**config.mk**
```make
export PLATFORM = sky130hd
export DESIGN_NAME = lab3ca_toplevel
export DESIGN_NICKNAME = d
export VERILOG_FILES = /design/src/rtl/lab3ca_toplevel.sv
export SDC_FILE = /design/constraint.sdc
export NUM_CORES = 2
export LEC_CHECK = 0
export ABC_CLOCK_PERIOD_IN_PS = 1700
export BUFFER_PORTS_ARGS = -buffer_cell sky130_fd_sc_hd__buf_2
export CAP_MARGIN = 20
export CORE_AREA = 2 2 463 465
export CTS_BUF_LIST = sky130_fd_sc_hd__clkbuf_8
export DETAILED_ROUTE_END_ITERATION = 6
export DIE_AREA = 0 0 465 467
export SLEW_MARGIN = 20
export SYNTH_ARGS = -nofsm -noshare
export SYNTH_HDL_FRONTEND = slang
export SYNTH_SLANG_ARGS = --single-unit
```
**constraint.sdc**
```tcl
create_clock -name clk -period 1.7 [get_ports clk]
set_clock_uncertainty 0.15 [all_clocks]
set_input_delay 0.085 -clock clk [delete_from_list [all_inputs] [get_ports clk]]
set_output_delay 0.085 -clock clk [all_outputs]
set_load 0.02 [all_outputs]
```
**src/rtl/lab3ca_toplevel.sv**
```systemverilog
// 32 x 32-bit register file: two combinational read ports (A, B), one clocked
// write port (C). Every entry, including 0, is an ordinary writable register.
module lab3ca_toplevel #(
  parameter int DATA_WIDTH = 32,
  parameter int ADDR_WIDTH = 5
) (
  input  logic [DATA_WIDTH-1:0] Dc,
  input  logic                  write,
  input  logic [ADDR_WIDTH-1:0] rs1,
  input  logic [ADDR_WIDTH-1:0] rs2,
  input  logic [ADDR_WIDTH-1:0] rd,
  input  logic                  clk,
  input  logic                  reset,
  output logic [DATA_WIDTH-1:0] Da,
  output logic [DATA_WIDTH-1:0] Db
);
  localparam int DEPTH = 2 ** ADDR_WIDTH;

  logic [DEPTH-1:0][DATA_WIDTH-1:0] regs_q, regs_d;

  // Reset outranks a write presented in the same cycle.
  always_comb begin
    regs_d = regs_q;
    if (reset)
      regs_d = '0;
    else if (write)
      regs_d[rd] = Dc;
  end

  always_ff @(posedge clk)
    regs_q <= regs_d;

  // Reads come straight from storage: no bypass of the in-flight write.
  assign Da = regs_q[rs1];
  assign Db = regs_q[rs2];

endmodule

```
## Word-level counts from Yosys, hierarchy flattened

Index checks and enable logic that the tools add are counted.

- Register bits: 1024
- Bits of input ports: 50
- Output and inout port bits: 64
- Logic and storage cells: 44

- Order comparisons: 4
- Multiplexer cells: 7
- Reductions and logical operators: 1

Operator list:

| operator | count |
|---|---|
| $bwmux W1024 | 1 |
| $bmux W32 S5 | 2 |
| $demux W32 S5 | 1 |
| $mux W32 | 3 |
| $lt A5 B6 Y1 const B | 3 |
| $ge A5 B1 Y1 const B | 1 |
| $logic_and A1 B1 Y1 | 1 |

## Longest topological paths before layout

- Word-level depth: 5
- Gate-level depth with buffers: 8
- Mapped depth without buffers: 5

## Least setup slack after synthesis

OpenSTA, ideal clock, no wires.

- Path kind: input to output
- Start point: in rs2[1]
- End point: out Db[12]
- Arrival time: 1.401 ns
- Data required time: 1.465 ns
- Path slack: 0.064 ns
- Stages: 8
- Path buffers: 4
- Cells stage by stage: buf_2 -> buf_2 -> buf_4 -> buf_4 -> mux2i_1 -> a22oi_1 -> a31oi_1 -> nand3_1

- Cells in the longest elaborated chain, start to end: 2

RTL lines:

| what | line | text |
|---|---|---|
| from (decl) | 10 | `input logic [ADDR_WIDTH-1:0] rs2,` |
| $bmux W32 S5 | 35 | `assign Db = regs_q[rs2];` |
| $mux W32 (implied by the code) | 35 |  |
| to (decl) | 15 | `output logic [DATA_WIDTH-1:0] Db` |

Every way passes these cells. The select of a mux whose other input is x is not followed.

## Final worst setup path

- Start point: reg regs_q[216] (netlist name)
- End point: out Da[24]

- Cells in the longest elaborated chain, start to end: 2

RTL lines:

| what | line | text |
|---|---|---|
| from (decl) | 19 | `logic [DEPTH-1:0][DATA_WIDTH-1:0] regs_q, regs_d;` |
| from (signal assigned) | 31 | `regs_q <= regs_d;` |
| $bmux W32 S5 | 34 | `assign Da = regs_q[rs1];` |
| $mux W32 (implied by the code) | 34 |  |
| to (decl) | 14 | `output logic [DATA_WIDTH-1:0] Da,` |

Every way passes these cells. The select of a mux whose other input is x is not followed.

==> results by group <==
Finish
  • Final Non-Filler Cells: about 10000
  • Largest register FFs: 1024
  • Nets: 7224
  • Area grow syn2layout: 29.5%
  • Fill count: 21700
  • Largest Register: regs_q
  • Share of layout cells above drive strength 1: between 10% and 20%
  • Top flop regs: regs_q (1024)

STA
  • Period utilisation layout: 154%
  • Tmin final: 2.62 ns
  • FMAX: 0.381 GHz
  • Max Slew Vio Count: 0
  • Unrepaired setup endpoints after global routing: true
  • Final setup fails: 66
  • Tightest Pin Transition: 0.735 ns
  • Max transition margin: roughly 51%
  • Worst hold slack: -0.0991 ns
  • Setup WS post-layout: -0.925 ns
  • Final Hold Fails: 52

Run status
  • Status: complete, but fails checks
  • Failing checks: negative hold slack, negative setup slack

Floorplanning
  • DIE WIDTH: approximately 470 microns
  • Starting Density: 25.0%
  • Die Area: roughly 0.22 sq mm
  • Chip height: 467 microns
  • Row cnt: between 150 and 200
  • Core area: 0.212 sq mm
  • IO Pins: approximately 110

Drt
  • Drc violations: 0
  • DRT iter0 DRCs: roughly 6600
  • Vias per inst: around 5.4
  • Via count: 54300
  • TritonRoute pass-1 iters: 6
  • ANT nets after route: 0
  • Final wirelength: approximately 240 mm
  • Post-DR wirelength/cell: ~23 microns

Place
  • Dpl cells: 9806
  • Post-DP HPWL: approximately 150 mm
  • IO buf count: ~110
  • GPL Wtd Cong: 0.928
  • Pre-CTS WS: -0.662 ns

Pwr
  • Switch Pwr: roughly 16 mW
  • Total power: around 56 mW
  • Clk network pwr share: 42.3%
  • P_int: a little under 40 mW
  • Pwr/cell area: approximately 810 mW/mm^2
  • Power share of the combinational group: 14.1%
  • Sequential Power Share: about 44%
  • Lkg Pwr: around 25 nW
  • Maximum vdd drop: about 0.75 mV
  • Switch share: roughly 29%

Logic synthesis
  • Async S/R FF share, synth: 0%
  • Commonest cells post-synth: nand2_1, a21oi_1, dfxtp_1, mux2i_1, clkbuf_1
  • FF+latch count, synth: around 1000
  • Post-synthesis cell area: roughly 0.053 sq mm
  • Post-synthesis sequential area ratio: about two fifths
  • Top cells by area, synth: dfxtp_1, mux2i_1, nand2_1
  • Post-Syn Instances: approximately 6900
  • Top-count cell post-synth: nand2_1
  • Most used DFF post-synth: dfxtp_1
  • Top-area cell type share of the netlist area: just under 40%
  • Syn_nets: 6963
  • Largest area contributor in the netlist: dfxtp_1
  • Syn avg cell area: roughly 7.6 sq um
  • Library cells used by synthesis: 29
  • Synth warn: 0
  • Post-synth EDFFs: 0

Global route
  • Vias in the first global route: approximately 52000
  • Tot GR Track Use: around a fifth
  • GRT Residual Overflow: 0
  • Largest net degree at the start of global routing: 94
  • First-pass GRT wire length: 345 mm
  • Initial antenna violation count: 18

Clocking
  • H-tree levels: 4
  • Clock slew at reported path FFs: around 0.06 ns
  • Root buf cell: clkbuf_8
  • Deepest clock path buffer count: 3
  • Number of buffers created by CTS: ~170
  • Clk sinks: ~1000
  • TritonCTS clock tree: yes
  • Worst-skew pair later-pin latency: between 0.9 and 1 ns

Setup path
  • Crit path max fanout: 3
  • CP Launch Type: flop
  • Crit end category: output pin
  • Critical R2R Launch: regs_q[186]
  • CP required: 1.46 ns
  • R2R depth: 4
  • CP endpoint: Da[24]
  • Worst r2r dst: regs_q[186]
  • Kind of critical path: flop to output pin
  • Crit path from: regs_q[216]
  • Crit path DAT: approximately 2.4 ns
  • Reg2Reg Setup Slack: about 0.75 ns

Run
  • Max Cap Viol: 0

Worst hold path
  • Min-delay worst type: input pin to flop
## through the flow
stage          instance area, sq um  setup TNS, ns  util, %
6_report                      68500         -50.99     32.3
5_1_grt                       68500         -54.92     32.3
4_1_cts                       68100         -55.10     32.2
3_5_place_dp                  62200        -100.57     29.4
3_3_place_gp                  62200         -77.59     29.4
2_1_floorplan                 52900              0        -
## per-layer routing
| metal | GRT usage, % | up-vias | share of wire [%] |
|---|---|---|---|
| met4 | 14.1 | 10 | 7.4 |
| met1 | 25.4 | 26200 | 38 |
| met5 | 0 | - | 0.024 |
| met3 | 4.73 | 868 | 9.8 |
| li1 | - | 24200 | - |
| met2 | 33.1 | 3059 | 44 |
## placed cells by master, fill, tap and decap left out, types with 44 or more instances in the layout
| cell type | instances |
|---|---|
| inv_1 | 49 |
| nand3_1 | 133 |
| dlygate4sd3_1 | 44 |
| dfxtp_1 | 836 |
| buf_4 | 330 |
| dfxtp_2 | 187 |
| buf_6 | 88 |
| buf_2 | 46 |
| nand2_1 | 2243 |
| a22oi_1 | 192 |
| a21oi_1 | 1216 |
| mux2i_1 | 1015 |
| a22o_1 | 128 |
| buf_12 | 239 |
| clkbuf_8 | 216 |
## worst min path at each step
stage | from | to | slack [ns] | depth (start not counted)
5_1_grt | rd[2] | regs_q[540] | -0.05 | 6
3_3_place_gp | regs_q[878] | regs_q[878] | 0.30 | 2
4_1_cts | rd[2] | regs_q[824] | 0.0007 | 7
3_5_place_dp | regs_q[159] | regs_q[159] | 0.31 | 2
2_1_floorplan | Dc[19] | regs_q[19] | 0.07 | 2
6_report | rd[2] | regs_q[536] | -0.1 | 6
## power groups by stage
stage	Clock (mW)	Sequential (mW)	Combinational [mW]
4_1_cts	23.8	24.3	7.68
6_report	23.6	24.3	7.88
5_1_grt	24.8	24.3	8.12
2_1_floorplan	0	24.8	3.66
3_5_place_dp	0	24.8	6.93
3_3_place_gp	0	24.8	6.87
## critical path, stage by stage, from the launching register on
cell     delay (ns)
dfxtp_2        0.33
mux2i_1        0.17
a22o_1         0.19
nor3_2         0.06
a31oi_1        0.17
buf_4          0.16
nand3_4        0.17
buf_6          0.20
## logic make-up (layout without fill, tap and decap cells)
| group | Yosys count | in the layout | share of synthesized area (%) |
|---|---|---|---|
| compound gates | 1600 | 1600 | 17.1 |
| other cells | 0 | 5 | 0 |
| buf+inv | 662 | 1052 | 5.32 |
| flops | 1024 | 1024 | 38.8 |
| simple gates | 2603 | 2603 | 19.4 |
| mux | 1024 | 1024 | 19.4 |
## repair_timing
item / in CTS / in global routing
buffers inserted: 8 / 12
resized for setup: 519 / 112
pin swaps: 153 / 133
endpoints found under the hold margin: 1024 / 769
endpoints found under the setup margin: 64 / 81
hold buffers: 45 / 5
gates cloned: 0 / 0
## cell type report
type	count	area [sq um]	area share, %
sequential	1024	20700	30.3
antenna	5	12.5	0.0183
multi-input combinational	5227	31600	46.2
timing repair buffer	750	8970	13.1
clock inverter	86	643	0.939
clock buffer	216	2970	4.34
tap	2821	3530	5.16
Power figures use the tool's default switching activity.
